## config.mk

```make
export PLATFORM = sky130hd
export DESIGN_NAME = ber_test_seq
export DESIGN_NICKNAME = d
export VERILOG_FILES = /design/src/rtl/ber_test_seq.sv
export SDC_FILE = /design/constraint.sdc
export NUM_CORES = 1
export LEC_CHECK = 0
export CORE_UTILIZATION = 40
export DETAILED_ROUTE_END_ITERATION = 16
export GPL_ROUTABILITY_DRIVEN = 1
export GPL_TIMING_DRIVEN = 0
export RECOVER_POWER = 25
export SLEW_MARGIN = 20
export SYNTH_ARGS = -nofsm -noshare
export SYNTH_HDL_FRONTEND = slang
export SYNTH_SLANG_ARGS = --single-unit
```

## constraint.sdc

```tcl
create_clock -name clk9MHz -period 3.2 [get_ports clk9MHz]
set_clock_uncertainty 0.1 [all_clocks]
set_input_delay 0.64 -clock clk9MHz [delete_from_list [all_inputs] [get_ports clk9MHz]]
set_output_delay 0.64 -clock clk9MHz [all_outputs]
set_load 0.01 [all_outputs]
```

## src/rtl/ber_test_seq.sv

```systemverilog
`default_nettype none
// ============================================================================
// Module      : ber_test_seq
// Description : BER test sequencer. On a start command it pulses rx_rst to the
//               measuring datapath, waits for lock, waits for one result and
//               reports a framed result {0x59, result, status} over a
//               valid/ready byte interface. Abort and timeouts report 0xFF
//               with a status bit set.
//               Optional macro BER_TEST_SEQ_CHKSUM_EN appends a fourth byte
//               0x59 ^ result ^ status to the frame.
// Revision    : 1.0 - initial release
// ============================================================================
module ber_test_seq #(
  parameter int RST_CYC  = 4,
  parameter int SYNC_TMO = 9000000,
  parameter int MEAS_TMO = 90000000
) (
  input  logic       clk9MHz,
  input  logic       rst,
  input  logic       start_cmd,
  input  logic       abort_cmd,
  input  logic       rx_started_flag,
  input  logic       res_valid,
  input  logic [7:0] res_data,
  input  logic       uart_ready,
  output logic       rx_rst,
  output logic       uart_valid,
  output logic [7:0] uart_data,
  output logic       busy,
  output logic [2:0] state_o
);

  typedef enum logic [2:0] {
    S_IDLE      = 3'd0,
    S_ARM       = 3'd1,
    S_WAIT_SYNC = 3'd2,
    S_MEASURE   = 3'd3,
    S_SEND      = 3'd4
  } state_t;

  localparam logic [7:0]  C_HEADER    = 8'h59;
  localparam logic [7:0]  C_ERR_BYTE  = 8'hFF;
  localparam logic [7:0]  C_ST_SYNC   = 8'h01;
  localparam logic [7:0]  C_ST_MEAS   = 8'h02;
  localparam logic [7:0]  C_ST_ABORT  = 8'h04;
  localparam logic [31:0] C_ARM_LAST  = 32'(RST_CYC - 1);
  localparam logic [31:0] C_SYNC_LAST = 32'(SYNC_TMO - 1);
  localparam logic [31:0] C_MEAS_LAST = 32'(MEAS_TMO - 1);
`ifdef BER_TEST_SEQ_CHKSUM_EN
  localparam logic [1:0]  C_LAST_IDX  = 2'd3;
`else
  localparam logic [1:0]  C_LAST_IDX  = 2'd2;
`endif

  state_t      state_q, state_d;
  logic [31:0] cnt_q, cnt_d;
  logic [7:0]  result_q, result_d;
  logic [7:0]  status_q, status_d;
  logic [1:0]  idx_q, idx_d;

  // State, timeout counter, latched result/status and frame byte index
  always_ff @(posedge clk9MHz) begin
    if (rst) begin
      state_q  <= S_IDLE;
      cnt_q    <= 32'd0;
      result_q <= 8'h00;
      status_q <= 8'h00;
      idx_q    <= 2'd0;
    end else begin
      state_q  <= state_d;
      cnt_q    <= cnt_d;
      result_q <= result_d;
      status_q <= status_d;
      idx_q    <= idx_d;
    end
  end

  // Next-state logic; abort has priority over every other event while active
  always_comb begin
    state_d  = state_q;
    result_d = result_q;
    status_d = status_q;
    idx_d    = idx_q;
    case (state_q)
      S_IDLE: begin
        if (start_cmd && !abort_cmd) begin
          state_d  = S_ARM;
          result_d = 8'h00;
          status_d = 8'h00;
          idx_d    = 2'd0;
        end
      end
      S_ARM: begin
        if (abort_cmd) begin
          state_d  = S_SEND;
          result_d = C_ERR_BYTE;
          status_d = C_ST_ABORT;
        end else if (cnt_q == C_ARM_LAST) begin
          state_d = S_WAIT_SYNC;
        end
      end
      S_WAIT_SYNC: begin
        if (abort_cmd) begin
          state_d  = S_SEND;
          result_d = C_ERR_BYTE;
          status_d = C_ST_ABORT;
        end else if (rx_started_flag) begin
          state_d = S_MEASURE;
        end else if (cnt_q == C_SYNC_LAST) begin
          state_d  = S_SEND;
          result_d = C_ERR_BYTE;
          status_d = C_ST_SYNC;
        end
      end
      S_MEASURE: begin
        if (abort_cmd) begin
          state_d  = S_SEND;
          result_d = C_ERR_BYTE;
          status_d = C_ST_ABORT;
        end else if (res_valid) begin
          // A result arriving in the timeout cycle still counts as a result
          state_d  = S_SEND;
          result_d = res_data;
          status_d = 8'h00;
        end else if (cnt_q == C_MEAS_LAST) begin
          state_d  = S_SEND;
          result_d = C_ERR_BYTE;
          status_d = C_ST_MEAS;
        end
      end
      S_SEND: begin
        if (uart_ready) begin
          if (idx_q == C_LAST_IDX) begin
            state_d = S_IDLE;
            idx_d   = 2'd0;
          end else begin
            idx_d = idx_q + 2'd1;
          end
        end
      end
      default: state_d = S_IDLE;
    endcase
  end

  // Timeout counter: zero on each state entry, saturates instead of wrapping
  always_comb begin
    cnt_d = cnt_q;
    if (state_d != state_q) begin
      cnt_d = 32'd0;
    end else if (cnt_q != 32'hFFFF_FFFF) begin
      cnt_d = cnt_q + 32'd1;
    end
  end

  // Outputs decoded from the registered state; byte mux selects frame slot
  always_comb begin
    rx_rst     = (state_q == S_ARM);
    busy       = (state_q != S_IDLE);
    state_o    = state_q;
    uart_valid = (state_q == S_SEND);
    uart_data  = 8'h00;
    if (state_q == S_SEND) begin
      case (idx_q)
        2'd0:    uart_data = C_HEADER;
        2'd1:    uart_data = result_q;
        2'd2:    uart_data = status_q;
`ifdef BER_TEST_SEQ_CHKSUM_EN
        2'd3:    uart_data = C_HEADER ^ result_q ^ status_q;
`endif
        default: uart_data = 8'h00;
      endcase
    end
  end

endmodule
`default_nettype wire

```

==> results.json, run 1 <==
{
  "max_freq_mhz": 323,
  "critPathMaxFanout": 10,
  "io_pins": 29,
  "cts_tree": "yes",
  "cts.sinks": 48,
  "slew_headroom_pct": 35.7,
  "ant_nets": 0,
  "worstMarginPinSlew_ns": 0.957,
  "crit_chain": "clkbuf_1 -> or4_1 -> or4_1 -> o31ai_4 -> o211ai_2 -> buf_6 -> a31o_1",
  "period_needed_ns": 3.09,
  "ys_seq_area_share_pct": 34.7,
  "reg2reg_setup_slack_ns": 0.11,
  "h-tree-depth": 2,
  "hp-class": "reg -> reg",
  "start_util_pct": 42.4,
  "clk_pin_slew_ns": 0.09,
  "final_cell_mix": "48 x nor2_1, 48 x dfxtp_1, 22 x clkdlybuf4s50_1",
  "outcome": "finished, final reports clean",
  "ys_warn_count": 0,
  "syn_nets": 348,
  "power.density_nw_per_um2": 353,
  "cpMaxStageDelayCell": "or4_1",
  "hp-start": "status_q[2]",
  "synthesis.area_um2": 2770,
  "ctsResizeCount": 0,
  "startpoint_type": "flop",
  "core-area_um2": 6530,
  "slew_violations": 0,
  "critPathTopFamily": "simple AND/OR/NAND/NOR gates",
  "finalCritPeriodShare_pct": 96.7,
  "dp_hpwl_um": 4710,
  "grt_pass1_vias": 2305,
  "worstReg2RegEnd": "result_q[7]",
  "min_path_cells": 2,
  "crit_path_frequent_cell": "or4_1",
  "antenna_found_initial": 0,
  "die_h_um": 85.2,
  "clockBufferDepth": 2,
  "postCtsHoldBufs": 0,
  "dieArea_um2": 7260,
  "yosys.cell_types.count": 49,
  "wl_um": 6360,
  "area_delta_synth_final_pct": 16.0,
  "worstSetupPathType": "reg -> reg",
  "worstSetupEndpointType": "flop",
  "place.gp.congestion": 0.785,
  "power_w": 0.00113,
  "first_iter_violations": 79,
  "path_buf_inv": 2,
  "placed_area_um2": 3130,
  "crit_required_ns": 3.30,
  "row_count": 29,
  "avgSynthCellArea_um2": 8.36,
  "ys.flop_type": "dfxtp_1",
  "drcViolationCount": 0,
  "drt-pass1-iter-count": 4,
  "irDropWorstVdd_v": 0.000180,
  "wl_per_cell_um": 14.4,
  "antenna_cells": 0,
  "io_buffers": 27,
  "drt-vias-per-instance": 5.56,
  "r2r-start": "cnt_q[10]",
  "synth_cells": 331,
  "root_buffer": "clkbuf_8",
  "grt_usage_pct": 18.7,
  "nets": 382,
  "ys_ff_latch": 48,
  "grt.overflow.total": 0,
  "timing.hold.ws_ns": 0.357,
  "slowest_delay_ns": 0.62,
  "grt_max_degree": 15,
  "synth_edf_count": 0,
  "final-setup-viol-count": 0,
  "fp.dieW_um": 85.2,
  "r2r_cells": 7,
  "clock_latency_ns": 0.31,
  "postCtsSetupBuffers": 0,
  "rsz0062_at_grt": "false",
  "drv_cap": 0,
  "vias": 2461,
  "holdPathEnd": "status_q[2]",
  "leakage_nw": 1.06,
  "hold_viol_final": 0,
  "synth-async-reset-ratio_pct": 0,
  "drive_gt1_share_pct": 11.2,
  "grt_pass1_wl_um": 10800,
  "arrival_ns": 3.19,
  "fin_area_um2": 3210,
  "cts_made_buffers": 5,
  "finalSetupTns_ns": 0
}
synthesized netlist by cell type, types with 2 or more instances:
library cell,n,area [um2]
or4_1,2,15.0
nand4b_1,3,26.3
nand3_1,13,65.1
xor2_1,8,70.1
a211oi_1,2,15.0
mux2i_1,6,60.1
nor3_1,10,50.1
or3_1,5,31.3
a22oi_1,2,15.0
dfxtp_1,48,961
a31o_1,8,70.1
and3_1,7,43.8
o21ai_0,12,60.1
xnor2_1,21,184
nor2_2,20,125
clkbuf_1,6,22.5
nand2_1,17,63.8
and4_1,8,70.1
nor4_1,9,56.3
or4_4,2,22.5
ha_1,2,25.0
o211ai_4,2,42.5
buf_6,5,56.3
nand2b_1,6,37.5
and2_1,5,31.3
nand4_1,8,50.1
nor2_1,49,184
a21oi_1,9,45.0
a21o_1,2,15.0
nor2b_1,3,18.8
inv_1,8,30.0
o21a_1,6,45.0
cells by family (layout without fill, tap and decap cells):
group / Yosys count / count (layout) / share of synthesized area (%)
compound gates: 52 / 52 / 14.7
buf+inv: 20 / 55 / 4.07
xor+xnor: 29 / 29 / 9.18
mux: 6 / 6 / 2.17
flops: 48 / 48 / 34.7
simple gates: 174 / 174 / 34.3
fa+ha+maj: 2 / 2 / 0.904
flip-flops by register name, indices dropped and copies added (netlist names):
signal    flops
cnt_q        32
status_q      3
state_o       3
idx_q         2
result_q      8
routing by layer:
layer  global-route usage, %  share of wire [%]  vias to the layer above
met3                    4.09                3.9                        6
met5                       0                  0                        -
met4                    6.47                1.0                        0
met2                    28.5                 44                       50
li1                        -                  -                     1249
met1                    25.9                 52                     1156
through the flow:
stage | utilization (%) | setup slack [ns] | cells
finish | 49.2 | 0.105 | 443
global route | 49.2 | 0.0194 | 443
CTS | 49.4 | 0.0579 | 443
detailed placement | 48.0 | 0.0501 | 435
global placement | 48.0 | 0.0602 | 435
floorplan | - | 0.593 | 331
where the power goes:
group	switching (W)	internal, W	total, W
registers	0.00000968	0.000605	0.000615
clock network	0.000206	0.000173	0.000379
logic	0.0000751	0.0000635	0.000139
final cells by class:
cell class                      count  area (um2)
Buffer                             12        75.1
Clock buffer                        6        82.6
Clock inverter                      2        10.0
Fill cell                         660        3320
Inverter                            8        30.0
Multi-Input combinational cell    263        1690
Sequential cell                    48         961
Tap cell                           77        96.3
Timing Repair Buffer               27         270
worst max-delay path by stage:
stage / from / to / depth (start not counted)
3_3_place_gp: abort_cmd / cnt_q[28] / 7
5_1_grt: state_o[1] / uart_data[5] / 6
3_5_place_dp: abort_cmd / cnt_q[28] / 7
4_1_cts: state_o[1] / uart_data[5] / 6
2_1_floorplan: cnt_q[10] / cnt_q[22] / 8
6_report: cnt_q[10] / result_q[7] / 7
worst reg2reg max path: cells and delay by family (launching register included):
family                 cells  cell delay [ns]
AND/OR/NAND/NOR            2             1.19
AO/OA/AOI/OAI              3             0.96
flip-flops                 1             0.30
buffers and inverters      2             0.44
(Power assumes the default switching activity.)
==> run 2, diff against run 1 <==
--- a/config.mk
+++ b/config.mk
@@ -5,10 +5,11 @@
 export SDC_FILE = /design/constraint.sdc
 export NUM_CORES = 1
 export LEC_CHECK = 0
-export CORE_UTILIZATION = 40
+export CORE_UTILIZATION = 50
 export DETAILED_ROUTE_END_ITERATION = 16
 export GPL_ROUTABILITY_DRIVEN = 1
 export GPL_TIMING_DRIVEN = 0
+export PLACE_DENSITY = 0.72
 export RECOVER_POWER = 25
 export SLEW_MARGIN = 20
 export SYNTH_ARGS = -nofsm -noshare
==> results.json, run 2 (synthesis results as in run 1) <==
{
  "largest_register_ffs": 32,
  "finalSetupTns_ns": 0,
  "io_buffers": 27,
  "wl_per_cell_um": 14.2,
  "postCtsHoldBufs": 0,
  "root_buffer": "clkbuf_8",
  "max_freq_mhz": 332,
  "ant_nets": 0,
  "clk_pin_slew_ns": 0.09,
  "switching_share_pct": 24.2,
  "crit_required_ns": 2.46,
  "top_register": "cnt_q",
  "power.switching_w": 0.000287,
  "drv_cap": 0,
  "cts_made_buffers": 5,
  "grt.overflow.total": 0,
  "critPathMaxFanout": 10,
  "irDropWorstVdd_v": 0.000238,
  "final-setup-viol-count": 0,
  "core-area_um2": 5200,
  "cts_tree": "yes",
  "p_clk_share_pct": 36.4,
  "slew_violations": 0,
  "place.gp.congestion": 0.833,
  "worstSetupEndpointType": "output port",
  "io_pins": 29,
  "clockBufferDepth": 2,
  "leakage_nw": 1.06,
  "reg.largest.list": "cnt_q x32, result_q x8",
  "rsz0062_at_grt": "false",
  "cts.sinks": 48,
  "drive_gt1_share_pct": 11.2,
  "grt_pass1_wl_um": 11100,
  "die_h_um": 76.4,
  "vias": 2465,
  "startpoint_type": "flop",
  "grt_pass1_vias": 2349,
  "period_needed_ns": 3.01,
  "antenna_cells": 0,
  "power.density_nw_per_um2": 368,
  "row_count": 26,
  "worstSetupPathType": "reg -> out",
  "outcome": "finished, final reports clean",
  "intPower_w": 0.000901,
  "power_w": 0.00119,
  "drcViolationCount": 0,
  "h-tree-depth": 2,
  "nets": 382,
  "clock_latency_ns": 0.30,
  "arrival_ns": 2.27,
  "drt-vias-per-instance": 5.65,
  "grt_usage_pct": 23.1,
  "seqPwrFrac_pct": 51.8,
  "first_iter_violations": 79,
  "crit_start": "state_o[1]",
  "finalCritPeriodShare_pct": 94.1,
  "r2r-start": "cnt_q[10]",
  "hp-start": "status_q[2]",
  "power_frac_comb_pct": 11.8,
  "slew_headroom_pct": 31.5,
  "drt-pass1-iter-count": 4,
  "hp-class": "reg -> reg",
  "start_util_pct": 53.2,
  "dieArea_um2": 5840,
  "final_util_pct": 62.0,
  "final_cell_mix": "48 x nor2_1, 48 x dfxtp_1, 22 x clkdlybuf4s50_1",
  "grt_max_degree": 16,
  "antenna_found_initial": 0,
  "area_delta_synth_final_pct": 16.7,
  "wl_um": 6210,
  "worstMarginPinSlew_ns": 1.02,
  "fp.dieW_um": 76.4,
  "hold_viol_final": 0,
  "dp_hpwl_um": 4520
}
==> run 2: power by group through the flow <==
stage | sequential [W] | combinational, W | clock [W]
after global placement | 0.000629 | 0.000139 | 0
after global routing | 0.000617 | 0.000152 | 0.000473
after CTS | 0.000615 | 0.000142 | 0.000445
final | 0.000615 | 0.000140 | 0.000432
after detailed placement | 0.000629 | 0.000140 | 0
after floorplan | 0.000627 | 0.0000910 | 0
==> run 2: through the flow <==
step | cells | hold slack [ns] | worst slack (ns) | instance area [um2]
3_5_place_dp | 428 | 0.362 | 0.0809 | 3130
4_1_cts | 436 | 0.374 | 0.0445 | 3240
6_report | 436 | 0.376 | 0.189 | 3230
3_3_place_gp | 428 | 0.355 | 0.0958 | 3130
2_1_floorplan | 331 | 0.336 | 0.593 | 2770
5_1_grt | 436 | 0.393 | 0.0413 | 3230
==> run 2: timing repair <==
| item | 4_1_cts | 5_1_grt |
|---|---|---|
| endpoints found under the setup margin | 0 | 5 |
| endpoints found under the hold margin | 0 | 0 |
| setup buffers | 0 | 0 |
| resized for setup | 0 | 2 |
==> run 2: metal layers <==
layer | GRT usage [%] | vias to the layer above | share of wire [%]
li1 | - | 1255 | -
met1 | 30.1 | 1163 | 49
met2 | 38.1 | 36 | 47
met3 | 4.55 | 11 | 2.9
met4 | 7.12 | 0 | 1.3
met5 | 0 | - | 0
==> run 2: path summary, 6_finish.rpt <==
kind                        to  slack, ns  cells after the start
setup / recovery  uart_data[7]       0.19                      6
hold / removal     status_q[2]       0.38                      2
setup reg to reg      cnt_q[4]       0.19                      8
hold reg to reg    status_q[2]       0.38                      2
==> run 2: area by class of cell <==
| type | count | area (um2) |
|---|---|---|
| inverters | 8 | 30.0 |
| plain buffers | 12 | 75.1 |
| flip-flops and latches | 48 | 961 |
| repair buffers | 27 | 270 |
| clock buffers | 5 | 68.8 |
| clock inverters | 3 | 42.5 |
| fillers | 493 | 1980 |
| well taps | 70 | 87.6 |
| multi-input cells | 263 | 1690 |
==> run 2: worst max-delay path, stage by stage, from the launching register on <==
cell and delay, ns:
dfxtp_1 0.36, clkbuf_1 0.24, nor2_1 0.23, nand2_1 0.21, nor2_4 0.21, and3_1 0.18, clkdlybuf4s50_1 0.53
